<file path="src/rtl/alu181_nibble_sequencer.sv">
// Runs WIDTH-bit 74181 operations through one external 4-bit slice, one nibble
// per cycle (LSB first), with valid/ready handshakes on both request and result.
module alu181_nibble_sequencer #(
  parameter int WIDTH = 16
) (
  input  logic             clk,
  input  logic             rst,
  input  logic             in_valid,
  output logic             in_ready,
  input  logic [WIDTH-1:0] in_a,
  input  logic [WIDTH-1:0] in_b,
  input  logic [3:0]       in_s,
  input  logic             in_m,
  input  logic             in_cnb,
  output logic [3:0]       alu_a,
  output logic [3:0]       alu_b,
  output logic [3:0]       alu_s,
  output logic             alu_m,
  output logic             alu_cnb,
  input  logic [3:0]       alu_f,
  input  logic             alu_cn4b,
  input  logic             alu_aeb,
  output logic             out_valid,
  input  logic             out_ready,
  output logic [WIDTH-1:0] out_f,
  output logic             out_cn4b,
  output logic             out_aeb,
  output logic             busy
);

  localparam int NIB = WIDTH / 4;
  localparam int IW  = (NIB > 1) ? $clog2(NIB) : 1;

  typedef enum logic [1:0] {
    IDLE = 2'd0,
    RUN  = 2'd1,
    DONE = 2'd2
  } state_t;

  state_t          state_r;
  state_t          state_s;
  logic [IW-1:0]   idx_r;
  logic [IW-1:0]   idx_nxt_s;
  logic [WIDTH-1:0] a_r;
  logic [WIDTH-1:0] b_r;
  logic            aeb_r;
  logic            accept_s;
  logic            last_s;

  assign accept_s  = in_valid && (state_r == IDLE);
  assign last_s    = (idx_r == IW'(NIB - 1));
  assign idx_nxt_s = idx_r + IW'(1);

  assign in_ready  = (state_r == IDLE);
  assign out_valid = (state_r == DONE);
  assign busy      = (state_r == RUN) || (state_r == DONE);

  // State register
  always_ff @(posedge clk or posedge rst) begin
    if (rst) begin
      state_r <= IDLE;
    end else begin
      state_r <= state_s;
    end
  end

  // Next-state decode
  always_comb begin
    state_s = state_r;
    case (state_r)
      IDLE: begin
        if (accept_s) state_s = RUN;
        else          state_s = IDLE;
      end
      RUN: begin
        if (last_s) state_s = DONE;
        else        state_s = RUN;
      end
      DONE: begin
        if (out_ready) state_s = IDLE;
        else           state_s = DONE;
      end
      default: state_s = IDLE;
    endcase
  end

  // Operand latch, slice drive, carry/aeb chaining and result assembly.
  // The slice drive registers are preloaded with the next nibble so that the
  // slice sees nibble idx for the whole cycle and holds it once RUN ends.
  always_ff @(posedge clk or posedge rst) begin
    if (rst) begin
      idx_r    <= '0;
      a_r      <= '0;
      b_r      <= '0;
      aeb_r    <= 1'b1;
      alu_a    <= 4'h0;
      alu_b    <= 4'h0;
      alu_s    <= 4'h0;
      alu_m    <= 1'b0;
      alu_cnb  <= 1'b1;
      out_f    <= '0;
      out_cn4b <= 1'b1;
      out_aeb  <= 1'b1;
    end else if (accept_s) begin
      idx_r   <= '0;
      a_r     <= in_a;
      b_r     <= in_b;
      aeb_r   <= 1'b1;
      alu_a   <= in_a[3:0];
      alu_b   <= in_b[3:0];
      alu_s   <= in_s;
      alu_m   <= in_m;
      alu_cnb <= in_cnb;
    end else if (state_r == RUN) begin
      out_f[4*idx_r +: 4] <= alu_f;
      aeb_r               <= aeb_r & alu_aeb;
      if (last_s) begin
        idx_r    <= '0;
        out_cn4b <= alu_cn4b;
        out_aeb  <= aeb_r & alu_aeb;
      end else begin
        idx_r   <= idx_nxt_s;
        alu_a   <= a_r[4*idx_nxt_s +: 4];
        alu_b   <= b_r[4*idx_nxt_s +: 4];
        alu_cnb <= alu_cn4b;
      end
    end
  end

endmodule
</file>
<file path="config.mk">
export PLATFORM = sky130hd
export DESIGN_NAME = alu181_nibble_sequencer
export DESIGN_NICKNAME = d
export VERILOG_FILES = /design/src/rtl/alu181_nibble_sequencer.sv
export SDC_FILE = /design/constraint.sdc
export NUM_CORES = 1
export LEC_CHECK = 0
export CORE_ASPECT_RATIO = 0.8
export CORE_MARGIN = 3
export CORE_UTILIZATION = 50
export CTS_BUF_LIST = sky130_fd_sc_hd__clkbuf_4 sky130_fd_sc_hd__clkbuf_8
export DETAILED_ROUTE_END_ITERATION = 16
export GPL_TIMING_DRIVEN = 0
export PLACE_DENSITY = 0.78
export SLEW_MARGIN = 20
export SYNTH_ARGS = -nofsm -noshare
export SYNTH_HDL_FRONTEND = slang
export SYNTH_SLANG_ARGS = --single-unit
</file>
<file path="constraint.sdc">
create_clock -name clk -period 2.6 [get_ports clk]
set_clock_uncertainty 0.15 [all_clocks]
set_input_delay 0.39 -clock clk [delete_from_list [all_inputs] [get_ports clk]]
set_output_delay 0.39 -clock clk [all_outputs]
set_load 0.005 [all_outputs]
</file>
# After elaboration in Yosys (flattened, before gate mapping)

Cells that the tools add are included.
Widths: inputs -> output; s select.

Bitwise logic cells: 2
Shift-type cells: 4
$add $sub $neg: 2
Mux-type cells: 19
Reductions and logical operators: 7
Equality and inequality tests: 4

Operators with widths:

| kind                    | count |
|---|---|
| $neg 4->34              | 1 |
| $shift 4x34->16 const A | 1 |
| $shiftx 4x34->16        | 1 |
| $shiftx 16x5->4         | 2 |
| $mux 4                  | 6 |
| $bwmux 16               | 1 |
| $mux 2                  | 5 |
| $mux 1                  | 6 |
| $pmux 2 s3              | 1 |
| $eq 2x2->1 const B      | 2 |
| $reduce_and 2->1        | 2 |
| $reduce_and 3->1        | 1 |
| $add 2x1->2 const B     | 1 |
| $eq 2x1->1 const B      | 1 |
| $logic_not 2->1         | 1 |
| $ne 2x2->1 const B      | 1 |
| $reduce_bool 2->1       | 1 |
| $and 1x1->1             | 1 |
| $logic_and 1x1->1       | 1 |
| $logic_or 1x1->1        | 1 |
| $not 1->1               | 1 |

Flip-flop bits (word level): 69
Word-level logic and storage cells: 51
Output and inout bits: 35

# Longest topological paths before layout

Depth in word-level cells: 5
Gate-level depth with buffers: 8
Depth with buffers taken out: 5

# Worst setup path before layout

Ideal clock, no wire load.

Path kind: flip-flop to flip-flop
From: register idx_r[0]
To: register alu_a[0]
Stages on the path, launching flop included: 8
Arrival: 1.752 ns
Clock period less this slack: 2.048 ns
Required time: 2.304 ns
Buffers on the path: 2
Path slack: 0.552 ns
Library setup time: 0.146 ns
Cells stage by stage: dfrtp_1 > buf_2 > inv_1 > ha_1 > buf_6 > mux2_4 > a222oi_1 > a21oi_1

Cells in the longest elaborated chain, start to end: 5

RTL lines:

| what                   | RTL line | RTL |
|---|---|---|
| start, declared        | 42       | `logic [IW-1:0] idx_r;` |
| start signal, assigned | 122      | `idx_r <= idx_nxt_s;` |
| $add 2x1->2            | 52       | `assign idx_nxt_s = idx_r + IW'(1);` |
| $shiftx 16x5->4        | 123      | `alu_a <= a_r[4*idx_nxt_s +: 4];` |
| $mux 4                 | 117      | `if (last_s) begin` |
| $mux 4                 | 114      | `end else if (state_r == RUN) begin` |
| $mux 4                 | 104      | `end else if (accept_s) begin` |
| end signal, assigned   | 109      | `alu_a <= in_a[3:0];` |
| end signal, assigned   | 123      |  |
| end, declared          | 15       | `output logic [3:0] alu_a,` |

Parallel ways exist; a longest one is shown, timed or not. The select of a mux whose other input is x is not followed.
A chain may end at the register's enable or synchronous reset.

# Final worst setup path

From: register idx_r[0]
To: register alu_b[0]

Cells in the longest elaborated chain, start to end: 5

RTL lines:

| what                 | RTL line | RTL |
|---|---|---|
| $add 2x1->2          | 52       |  |
| $shiftx 16x5->4      | 124      | `alu_b <= b_r[4*idx_nxt_s +: 4];` |
| $mux 4               | 117      |  |
| $mux 4               | 114      |  |
| $mux 4               | 104      |  |
| end signal, assigned | 110      | `alu_b <= in_b[3:0];` |
| end signal, assigned | 124      |  |
| end, declared        | 16       | `output logic [3:0] alu_b,` |

Parallel ways exist; a longest one is shown, timed or not. The select of a mux whose other input is x is not followed.

==> implementation parameters <==
Parameter                              Value

Die
  Placement row count    25
  Die outline width    94.8 um
  Core ar.    between 6000 and 7000 um^2
  Chip height    approximately 77 um
  Area of the die    between 7000 and 8000 um^2
  Number of top-level design ports    83
  Initial standard-cell utilization of the core    0.525

Logic synthesis
  FF+latch count, synth    just under 70
  Sequential share of the synthesized area    0.549
  Async set-reset flop share out of synthesis    1.00
  Post-Syn Area    3150 um^2
  Number of nets in the synthesized netlist    383
  Total of warnings raised by yosys    0
  Mean post-synth cell area    ~9.7 um^2
  Post-synth cell types    30
  EDFF count, synth    0
  Number of instances in the synthesized netlist    326
  Most used flip-flop cell after synthesis    dfrtp_1

STA
  Final setup vio count    0
  Number of slew-limit violations in the final report    0
  RSZ-0062 raised after global routing    no
  Final hold vios    0
  Final critical-path share of the clock period    0.940
  Worst Max-Slew Pin Slew    899 ps
  Hold WS    190 ps
  Highest achievable clock rate    409 MHz
  Post-layout minimum cycle time    2440 ps
  Relative slew slack    0.396

Min path
  Classification of the worst-slack hold path    in -> async

Setup path
  Crit start category    register
  Kind of end point of the critical path    register
  Stages on the worst setup path    7
  Highest fanout seen on the critical path    10
  Slowest stage cell on the critical path    mux2_2
  Data required time of the worst path    2630 ps
  Source of the worst register-to-register timing path    idx_r[0]
  Crit path cell chain    buf_2, inv_1, ha_1, buf_2, mux2_2, a222oi_1, a21oi_1
  Maximum single-stage delay on the critical path    ~390 ps
  CP bufs+invs    3
  CP Data Arrival Time    around 2500 ps
  Kind of cell with the highest combined delay on the critical path    buffers and inverters
  Most used cell along the critical path    buf_2
  Depth of the worst register-to-register path    7
  Start-to-end type of the worst setup path    reg -> reg
  Critical R2R Capture    alu_b[0]
  Reg-to-reg slack, setup    roughly 160 ps

Clock network
  Number of gates resized after cts    0
  Bufs on Longest Clock Path    2
  H-tree levels    3
  Clock tree from TritonCTS    done
  Root cell of the clock tree    clkbuf_8
  Clock-pin slew of the registers on the worst-case setup and hold paths    roughly 70 ps
  Number of buffers inserted for hold repair after clock tree synthesis    0
  Num CTS Buffers    9
  Clock Sink Count    69
  Number of post-CTS setup repair buffers    0
  Clock latency on the worst-skew pair    330 ps

Finish
  Area growth syn-to-layout    35.8%
  Most frequent cells in the layout    140 x nand2_1, 82 x clkdlybuf4s50_1, 65 x dfrtp_1
  Final Instance Count excl. Fillers    506
  Layout cells sized above 1    0.127
  Commonest non-fill, non-tap cell in the layout    nand2_1
  Final instance area    4280 um^2
  Net count, final    between 400 and 500
  Number of antenna diodes    0

Placed design
  Gp weighted congestion    0.837
  Total cell area at the placement stage    4100 um^2
  Total instance count after detailed placement    roughly 500
  Hpwl dp    5620 um
  Number of buffers inserted by port buffering    just over 80

Pwr
  Tot Pwr    5.30 mW
  Reported leakage power    2.02 nW
  IR drop worst, VDD    0.000523 V
  Total power density per cell area    about 1200 nW/um^2

Global routing
  Wire length of the first global-routing pass    13000 um
  Antenna violations before repair    0
  GR Overflow Total    0
  Global Route Usage Sum    0.231
  Largest net degree at the start of global routing    52
  Vias in the first global route    2637

Routing
  Number of nets with antenna violations after routing    0
  Total Routed Length    7900 um
  Iteration count of the initial detailed-routing pass    6
  Initial DRC count    170
  Via count of the routed design    2647
  DR WL/cell    15.6 um
  DR vias/cell    5.23
  Residual DRC    0

Status
  Status    finished, final reports clean

Job
  Number of max-capacitance violations reported    0
## Yosys cell counts, drive strengths merged (2+ instances only)
library cell  count  area share
ha                9       0.036
nand2           140        0.17
nor3b             3      0.0071
a22o              4       0.011
mux2             17       0.070
nor2b             2      0.0040
nor3              9       0.014
dfrtp            65        0.52
a21oi            11       0.017
o21ai            14       0.022
nor2              3      0.0036
nand3             4      0.0064
a222oi            8       0.025
inv               6      0.0071
clkbuf            3      0.0036
dfstp             4       0.033
buf              14       0.029
nand2b            2      0.0040
## per-layer routing
| metal | vias up | GRT usage | share of wire |
|---|---|---|---|
| met5 | - | 0 | 0 |
| met4 | 0 | 0.0778 | 0.016 |
| met3 | 16 | 0.0539 | 0.070 |
| met2 | 94 | 0.357 | 0.46 |
| met1 | 1271 | 0.322 | 0.46 |
| li1 | 1266 | - | - |
## kinds of logic after synthesis
kind of cell	after synthesis	share of synthesized area
DFF	69	0.549
and+or+nand+nor	167	0.217
buffers and inverters	23	0.0401
adders and majority gates	9	0.0357
AOI/OAI and AO/OA	40	0.0842
muxes	18	0.0734
## flip-flops by register name, indices dropped and copies added (netlist names)
| signal | flops |
|---|---|
| alu_m | 1 |
| out_f | 16 |
| alu_s | 4 |
| idx_r | 2 |
| state_r | 2 |
| b_r | 16 |
| alu_b | 4 |
| alu_a | 4 |
| out_aeb | 1 |
| a_r | 16 |
| out_cn4b | 1 |
| aeb_r | 1 |
| alu_cnb | 1 |
## worst max-delay path by stage
stage	start	to
detailed placement	idx_r[0]	alu_b[0]
floorplan	rst	a_r[0]
finish	idx_r[0]	alu_b[0]
global placement	rst	b_r[5]
CTS	idx_r[0]	alu_b[0]
global route	idx_r[0]	alu_b[0]
## power breakdown
| group | leakage, nW | internal [mW] | total (mW) | switching (mW) |
|---|---|---|---|---|
| sequential | 0.863 | 1.62 | 1.91 | 0.292 |
| combinational | 1.06 | 1.35 | 2.61 | 1.26 |
| clock | 0.0974 | 0.400 | 0.779 | 0.379 |
## per-stage QoR
step                      setup TNS (ps)   util  setup WS, ps
after floorplan                        0      -           327
after global placement            -53050  0.678          -810
after detailed placement               0  0.683           188
after CTS                              0  0.713           169
after global routing                   0  0.713          94.7
final                                  0  0.713           157
## area by class of cell
type / count / area [um^2]
fillers: 486 / 1730
repair buffers: 83 / 848
flip-flops and latches: 69 / 1730
multi-input cells: 234 / 1290
plain buffers: 17 / 104
clock inverters: 3 / 15.0
well taps: 81 / 101
clock buffers: 13 / 160
inverters: 6 / 25.0
Note: power is estimated with default switching activity, not from simulation.
